<file path="config.mk">
export PLATFORM = sky130hd
export DESIGN_NAME = gray_stream_convert
export DESIGN_NICKNAME = d
export VERILOG_FILES = /design/src/rtl/gray_stream_convert.sv
export SDC_FILE = /design/constraint.sdc
export NUM_CORES = 1
export LEC_CHECK = 0
export CORE_MARGIN = 5
export CORE_UTILIZATION = 55
export CTS_CLUSTER_DIAMETER = 50
export DETAILED_ROUTE_END_ITERATION = 7
export PLACE_DENSITY = 0.83
export SLEW_MARGIN = 20
export SYNTH_ARGS = -nofsm -noshare
export SYNTH_HDL_FRONTEND = slang
export SYNTH_SLANG_ARGS = --single-unit
</file>
<file path="constraint.sdc">
create_clock -name clk -period 4.36 [get_ports clk]
set_input_delay 0.872 -clock clk [delete_from_list [all_inputs] [get_ports clk]]
set_output_delay 0.872 -clock clk [all_outputs]
set_load 0.1 [all_outputs]
</file>
<file path="src/rtl/gray_stream_convert.sv">
// -----------------------------------------------------------------------------
// gray_stream_convert
//
// Raster-scans a multi-channel image in a source SRAM and writes a single
// channel image to a destination SRAM at the same coordinates. One read is
// issued per cycle. The read address/valid travel through an RD_LAT-deep
// shift register that tracks the SRAM latency. A single registered compute
// stage follows, so every write lands exactly RD_LAT+1 cycles after its read.
//
// Conversion modes (latched at start):
//   0 luma       g = (77*c0 + 150*c1 + 29*c2 + 128) >> 8
//   1 max        g = max over all channels
//   2 passthru   g = c0
//   3 threshold  all-ones if scaled luma >= thresh, else 0
// If NUM_CH < 3, modes 0 and 3 fall back to passthrough.
//
// Ports:
//   clk, rst                  clock, asynchronous active-high reset
//   start                     begin a frame (sampled only in IDLE)
//   mode, thresh              conversion mode and mode-3 threshold
//   max_x, max_y              last x / y coordinate of the frame (inclusive)
//   x_addr_img, y_addr_img,
//   ren_img, rdat_img         source SRAM read port (channel 0 in the MSBs)
//   x_addr_out, y_addr_out,
//   wen_out, wdat_out         destination SRAM write port
//   busy                      high from the cycle after start to the last write
//   done                      one-cycle pulse after the last write
// -----------------------------------------------------------------------------
module gray_stream_convert #(
  parameter int X_MAX     = 200,
  parameter int Y_MAX     = 200,
  parameter int CH_WIDTH  = 8,
  parameter int NUM_CH    = 3,
  parameter int OUT_WIDTH = 8,
  parameter int RD_LAT    = 1
) (
  input  logic                       clk,
  input  logic                       rst,
  input  logic                       start,
  input  logic [1:0]                 mode,
  input  logic [OUT_WIDTH-1:0]       thresh,
  input  logic [$clog2(X_MAX)-1:0]   max_x,
  input  logic [$clog2(Y_MAX)-1:0]   max_y,
  output logic [$clog2(X_MAX):0]     x_addr_img,
  output logic [$clog2(Y_MAX):0]     y_addr_img,
  output logic                       ren_img,
  input  logic [NUM_CH*CH_WIDTH-1:0] rdat_img,
  output logic [$clog2(X_MAX):0]     x_addr_out,
  output logic [$clog2(Y_MAX):0]     y_addr_out,
  output logic                       wen_out,
  output logic [OUT_WIDTH-1:0]       wdat_out,
  output logic                       busy,
  output logic                       done
);

  localparam int XW  = $clog2(X_MAX);
  localparam int YW  = $clog2(Y_MAX);
  localparam int AXW = XW + 1;
  localparam int AYW = YW + 1;
  // Luma intermediate: 256*(2^CH_WIDTH-1)+128 always fits in CH_WIDTH+9 bits.
  localparam int LW  = CH_WIDTH + 9;
  localparam bit HAS_LUMA = (NUM_CH >= 3);

  typedef enum logic [1:0] {
    IDLE  = 2'd0,
    RUN   = 2'd1,
    DRAIN = 2'd2,
    FIN   = 2'd3
  } state_t;

  state_t state_q, state_d;

  // Frame configuration, captured when a frame starts.
  logic [1:0]           mode_q;
  logic [OUT_WIDTH-1:0] thresh_q;
  logic [XW-1:0]        max_x_q;
  logic [YW-1:0]        max_y_q;

  // Raster counter.
  logic [AXW-1:0] x_q, x_d;
  logic [AYW-1:0] y_q, y_d;

  logic issue;       // a read is issued this cycle
  logic issue_last;  // the current raster position is the last pixel
  logic x_at_end;

  // Output register stage.
  logic                 wen_q;
  logic                 wlast_q;
  logic [AXW-1:0]       wx_q;
  logic [AYW-1:0]       wy_q;
  logic [OUT_WIDTH-1:0] wdat_q;
  logic [OUT_WIDTH-1:0] wdat_d;

  // ---------------------------------------------------------------------------
  // Control FSM
  // ---------------------------------------------------------------------------
  always_ff @(posedge clk or posedge rst) begin
    if (rst) begin
      state_q  <= IDLE;
      x_q      <= '0;
      y_q      <= '0;
      mode_q   <= '0;
      thresh_q <= '0;
      max_x_q  <= '0;
      max_y_q  <= '0;
    end else begin
      state_q <= state_d;
      x_q     <= x_d;
      y_q     <= y_d;
      if (state_q == IDLE && start) begin
        mode_q   <= mode;
        thresh_q <= thresh;
        max_x_q  <= max_x;
        max_y_q  <= max_y;
      end
    end
  end

  assign x_at_end   = (x_q == {1'b0, max_x_q});
  assign issue_last = x_at_end && (y_q == {1'b0, max_y_q});

  always_comb begin
    state_d = state_q;
    x_d     = x_q;
    y_d     = y_q;
    issue   = 1'b0;
    case (state_q)
      IDLE: begin
        if (start) begin
          x_d     = '0;
          y_d     = '0;
          state_d = RUN;
        end
      end
      RUN: begin
        issue = 1'b1;
        if (x_at_end) begin
          x_d = '0;
          y_d = y_q + AYW'(1);
        end else begin
          x_d = x_q + AXW'(1);
        end
        if (issue_last) begin
          state_d = DRAIN;
        end
      end
      DRAIN: begin
        // The last pixel's write is on the port this cycle.
        if (wen_q && wlast_q) begin
          state_d = FIN;
        end
      end
      FIN: begin
        state_d = IDLE;
      end
      default: begin
        state_d = IDLE;
      end
    endcase
  end

  assign ren_img    = issue;
  assign x_addr_img = issue ? x_q : '0;
  assign y_addr_img = issue ? y_q : '0;
  assign busy       = (state_q == RUN) || (state_q == DRAIN);
  assign done       = (state_q == FIN);

  // ---------------------------------------------------------------------------
  // Read-latency shift register: stage RD_LAT-1 lines up with valid rdat_img.
  // ---------------------------------------------------------------------------
  for (genvar gi = 0; gi < RD_LAT; gi++) begin : g_rd
    logic           v_q;
    logic           last_q;
    logic [AXW-1:0] sx_q;
    logic [AYW-1:0] sy_q;
    logic           v_in;
    logic           last_in;
    logic [AXW-1:0] sx_in;
    logic [AYW-1:0] sy_in;

    if (gi == 0) begin : g_src
      assign v_in    = issue;
      assign last_in = issue_last;
      assign sx_in   = x_q;
      assign sy_in   = y_q;
    end else begin : g_src
      assign v_in    = g_rd[gi-1].v_q;
      assign last_in = g_rd[gi-1].last_q;
      assign sx_in   = g_rd[gi-1].sx_q;
      assign sy_in   = g_rd[gi-1].sy_q;
    end

    always_ff @(posedge clk or posedge rst) begin
      if (rst) begin
        v_q    <= 1'b0;
        last_q <= 1'b0;
        sx_q   <= '0;
        sy_q   <= '0;
      end else begin
        v_q    <= v_in;
        last_q <= v_in && last_in;
        sx_q   <= sx_in;
        sy_q   <= sy_in;
      end
    end
  end

  logic           rd_v;
  logic           rd_last;
  logic [AXW-1:0] rd_x;
  logic [AYW-1:0] rd_y;

  assign rd_v    = g_rd[RD_LAT-1].v_q;
  assign rd_last = g_rd[RD_LAT-1].last_q;
  assign rd_x    = g_rd[RD_LAT-1].sx_q;
  assign rd_y    = g_rd[RD_LAT-1].sy_q;

  // ---------------------------------------------------------------------------
  // Pixel conversion
  // ---------------------------------------------------------------------------
  logic [CH_WIDTH-1:0] ch [NUM_CH];

  for (genvar gi = 0; gi < NUM_CH; gi++) begin : g_ch
    // Channel 0 sits in the most significant slice.
    assign ch[gi] = rdat_img[(NUM_CH-1-gi)*CH_WIDTH +: CH_WIDTH];
  end

  logic [CH_WIDTH-1:0] ch_max;

  always_comb begin
    ch_max = ch[0];
    for (int i = 1; i < NUM_CH; i++) begin
      if (ch[i] > ch_max) begin
        ch_max = ch[i];
      end
    end
  end

  logic [CH_WIDTH-1:0] luma;

  if (HAS_LUMA) begin : g_luma
    logic [LW-1:0] luma_sum;
    assign luma_sum = LW'(ch[0]) * LW'(77)
                    + LW'(ch[1]) * LW'(150)
                    + LW'(ch[2]) * LW'(29)
                    + LW'(128);
    assign luma = CH_WIDTH'(luma_sum >> 8);
  end else begin : g_luma
    assign luma = ch[0];
  end

  logic [CH_WIDTH-1:0]  g_sel;
  logic [OUT_WIDTH-1:0] g_scaled;
  logic                 thr_en;

  always_comb begin
    g_sel = ch[0];
    case (mode_q)
      2'd0:    g_sel = luma;
      2'd1:    g_sel = ch_max;
      2'd2:    g_sel = ch[0];
      default: g_sel = luma;
    endcase
  end

  if (CH_WIDTH >= OUT_WIDTH) begin : g_scale
    assign g_scaled = OUT_WIDTH'(g_sel >> (CH_WIDTH - OUT_WIDTH));
  end else begin : g_scale
    assign g_scaled = {g_sel, {(OUT_WIDTH-CH_WIDTH){1'b0}}};
  end

  // Without three channels there is no luma, so thresholding is disabled too.
  assign thr_en = (mode_q == 2'd3) && HAS_LUMA;

  always_comb begin
    wdat_d = g_scaled;
    if (thr_en) begin
      wdat_d = (g_scaled >= thresh_q) ? {OUT_WIDTH{1'b1}} : {OUT_WIDTH{1'b0}};
    end
  end

  // ---------------------------------------------------------------------------
  // Registered compute stage drives the destination write port.
  // ---------------------------------------------------------------------------
  always_ff @(posedge clk or posedge rst) begin
    if (rst) begin
      wen_q   <= 1'b0;
      wlast_q <= 1'b0;
      wx_q    <= '0;
      wy_q    <= '0;
      wdat_q  <= '0;
    end else begin
      wen_q   <= rd_v;
      wlast_q <= rd_v && rd_last;
      if (rd_v) begin
        wx_q   <= rd_x;
        wy_q   <= rd_y;
        wdat_q <= wdat_d;
      end else begin
        wx_q   <= '0;
        wy_q   <= '0;
        wdat_q <= '0;
      end
    end
  end

  assign wen_out    = wen_q;
  assign x_addr_out = wx_q;
  assign y_addr_out = wy_q;
  assign wdat_out   = wdat_q;

endmodule

</file>
==> impl_results.md <==
- CTS buffer count: 9
- Synthesized area per cell: roughly 11 sq um
- Syn Inst Count: 746
- Startpoint types: input port
- Total half-perimeter wirelength after legalization and detailed placement: between 15000 and 20000 microns
- H-tree depth reported by CTS: 3
- Post-synthesis sequential element count: 94
- Mean number of vias per cell: about 5.4
- Final Max Slew Viols: 0
- Die Span Y: roughly 130 microns
- Vias after detailed routing: just over 6000
- TritonCTS clock tree: built
- Main area contributors after synthesis: sky130_fd_sc_hd__dfrtp_1 (30%), sky130_fd_sc_hd__ha_1 (21%), sky130_fd_sc_hd__fa_1 (14%)
- Syn Nets: 985
- Growth of design area from synthesis to finish: 33.15%
- Synthesis Warnings: 0
- Fraction of layout cells with a size suffix above 1: 0.2642
- Avg WL per Cell: between 15 and 20 microns
- Worst EP arrival: about 7.9 ns
- Global route hottest layer: met2
- Delay of the slowest cell on the worst path: between 0.5 and 0.6 ns
- Clock insertion delay at the later pin of the skew report: approximately 0.35 ns
- Worst clock skew: 0.01056 ns
- Failing checks: negative setup slack
- Final standard cell utilization of the core: 0.7362
- Final wirelength: roughly 20000 microns
- Router iterations before antenna repair: 5
- First-pass GRT wire length: approximately 31000 microns
- Area share of the largest cell type after synthesis: 0.2961
- PortBufs: 100
- Cell mode on critical path: sky130_fd_sc_hd__ha_4
- # Max-Cap Violations: 0
- Crit path max-delay cell type: sky130_fd_sc_hd__fa_1
- Number of nets with antenna violations after routing: 0
- Path category of the worst min-delay check: flip-flop to flip-flop
- Number of setup violations in the final report: 8
- GR met1 Demand/Resource: 0.3062
- Dominant cell type by area after synthesis: sky130_fd_sc_hd__dfrtp_1
- Routability Congestion: approximately 0.9
- Global route overflow: 0
- Initial Util: 0.5529
- Hold Worst Slack: between 0.4 and 0.5 ns
- Layout filler cell count: between 900 and 1000
- Area of the mapped netlist: around 0.008 sq mm
- Min cycle time layout: about 7.6 ns
- RSZ-0062 raised after global routing: yes
- Setup CP Type: input port to flip-flop
- Met2 Usage GRT: 0.4062
- Core area: between 0.01 and 0.015 sq mm
- Top post-synthesis cells by count: sky130_fd_sc_hd__inv_1 (134), sky130_fd_sc_hd__ha_1 (131), sky130_fd_sc_hd__dfrtp_1 (94), sky130_fd_sc_hd__fa_1 (55), sky130_fd_sc_hd__and2_1 (36)
- Pin count of the biggest net entering global routing: 57
- Register area share after synthesis: 0.2961
- Number of inserted diodes: 0
- Most frequent cell after synthesis: sky130_fd_sc_hd__inv_1
- Largest fanout on the critical path: 8
- Max transition margin: 0.3079
- Clock slew at reported path FFs: 0.07 ns
- Max Freq: roughly 130 MHz
- Initial DRC count: 337
- Library cell used as clock root buffer: sky130_fd_sc_hd__clkbuf_16
- CP Capture Type: flip-flop
- Count of final hold-check violations: 0
- Smallest setup slack after layout: -3.210 ns
- Top FF cell, synth: sky130_fd_sc_hd__dfrtp_1
- Via count of the first global-routing pass: 6378
- Async SR Flop Fraction: 1.000
- Worst R2R Start: mode_q[0]
- Fin nets: ~1200
- Post-detailed-route DRC marker count: 0
- Total global routing track utilization: 0.2363
- Number of antenna violations at the first check in global routing: 0
- Area of the die: between 0.015 and 0.02 sq mm
- Worst-margin pin slew: between 1 and 1.5 ns
- Final cycle utilization of the critical path: 1.736
- Width of the die: about 130 microns
- Worst path required time: between 4 and 5 ns
- Count of cell types in the netlist: 60
- HP Start: g_rd[0].last_q
- IO Pins: 101
- Clock Sink Count: 94
- Met3 capacity usage during global routing: 0.03643
- Number of flops mapped to enable cells by yosys: 0
- Critical Path Start: rdat_img[11]
- Maximum number of buffers from clock root to sink: 2
- Run status: finished, violations left
- Standard-cell row count: 44
[sequential cells by signal, indices dropped and copies added, names as in the netlist, 8 cells and up]
| signal | cells |
|---|---|
| g_rd.sx_q | 9 |
| max_x_q | 8 |
| g_rd.sy_q | 9 |
| x_addr_out | 9 |
| max_y_q | 8 |
| thresh_q | 8 |
| g_rd.sy_in | 9 |
| g_rd.sx_in | 9 |
| y_addr_out | 9 |
| wdat_out | 8 |
[placed cells by master, fill, tap and decap left out, types with 4 or more instances in the layout]
master,instances
sky130_fd_sc_hd__a21o_1,11
sky130_fd_sc_hd__a21oi_1,11
sky130_fd_sc_hd__a21oi_2,6
sky130_fd_sc_hd__a31oi_1,4
sky130_fd_sc_hd__and2_1,36
sky130_fd_sc_hd__and3_1,8
sky130_fd_sc_hd__buf_4,118
sky130_fd_sc_hd__buf_6,5
sky130_fd_sc_hd__clkbuf_16,9
sky130_fd_sc_hd__clkdlybuf4s50_1,74
sky130_fd_sc_hd__dfrtp_1,94
sky130_fd_sc_hd__fa_1,51
sky130_fd_sc_hd__fa_2,4
sky130_fd_sc_hd__ha_1,104
sky130_fd_sc_hd__ha_4,24
sky130_fd_sc_hd__inv_1,122
sky130_fd_sc_hd__inv_2,11
sky130_fd_sc_hd__mux2_2,28
sky130_fd_sc_hd__mux2i_1,8
sky130_fd_sc_hd__nand2_1,18
sky130_fd_sc_hd__nand2b_1,4
sky130_fd_sc_hd__nand3_1,16
sky130_fd_sc_hd__nand4_1,6
sky130_fd_sc_hd__nor2_1,23
sky130_fd_sc_hd__nor2b_1,4
sky130_fd_sc_hd__nor3_1,5
sky130_fd_sc_hd__nor4_1,4
sky130_fd_sc_hd__o211ai_1,4
sky130_fd_sc_hd__o21ai_0,21
sky130_fd_sc_hd__o21ba_2,7
sky130_fd_sc_hd__xnor2_1,20
sky130_fd_sc_hd__xor2_1,18
[area by class of cell]
| class | instances | area [sq um] | share of cell area |
|---|---|---|---|
| inverters | 134 | 505.5 | 0.04779 |
| clock inverters | 7 | 75.07 | 0.007097 |
| multi-input cells | 505 | 5472 | 0.5173 |
| repair buffers | 201 | 1718 | 0.1624 |
| well taps | 184 | 230.2 | 0.02176 |
| flip-flops and latches | 94 | 2352 | 0.2224 |
| clock buffers | 9 | 225.2 | 0.02129 |
[what timing repair did]
action | CTS | global route
buffers inserted | 5 | 4
hold endpoints to repair | 0 | 0
setup endpoints to repair | 8 | 8
hold buffers | 0 | 0
gates resized for setup | 45 | 25
pin swaps | 32 | 36
[through the flow]
step                setup slack, ns  setup TNS, ns  cells  area (sq um)
floorplan                    -2.922         -23.27    746          8167
global placement             -3.849         -30.71   1110          9971
detailed placement           -3.972         -31.64   1110          9971
CTS                          -3.290         -26.28   1130         10420
global route                 -3.424         -27.24   1134         10580
finish                       -3.210         -25.60   1134         10580
[worst max-delay path: cells and delay by family]
| family | cells | cell delay, ns |
|---|---|---|
| compound gates | 10 | 1.75 |
| xor+xnor | 1 | 0.15 |
| fa+ha+maj | 12 | 4.10 |
| buf+inv | 8 | 0.77 |
| simple gates | 2 | 0.17 |
[per-layer routing]
| metal | up-vias | wire, microns |
|---|---|---|
| li1 | 2896 | - |
| met1 | 2974 | 8000 |
| met2 | 209 | 10060 |
| met3 | 57 | 1042 |
| met4 | 0 | 641 |
| met5 | - | 0 |
[path summary, 6_finish.rpt]
| path | end | slack, ns | cells after the start |
|---|---|---|---|
| setup / recovery | wdat_out[0] | -3.21 | 33 |
| hold / removal | wlast_q | 0.44 | 1 |
| setup reg to reg | wdat_out[1] | 1.15 | 14 |
| hold reg to reg | wlast_q | 0.44 | 1 |
| max in group asynchronous | max_x_q[7] | 2.65 | 3 |
| min in group asynchronous | y_addr_out[7] | 0.97 | 2 |
[logic make-up (layout without fill, tap and decap cells)]
logic type,count (synthesis),after routing,synth area share
buffers and inverters,147,351,0.07324
DFF,94,94,0.2961
xor gates and xnor gates,40,40,0.04410
and+or+nand+nor,139,139,0.09765
muxes,37,37,0.05119
adders and majority gates,186,186,0.3449
AOI/OAI and AO/OA,103,103,0.09277
Power is not shown: default switching activity piles up to over one toggle a cycle in this logic, so the estimate is an artifact.
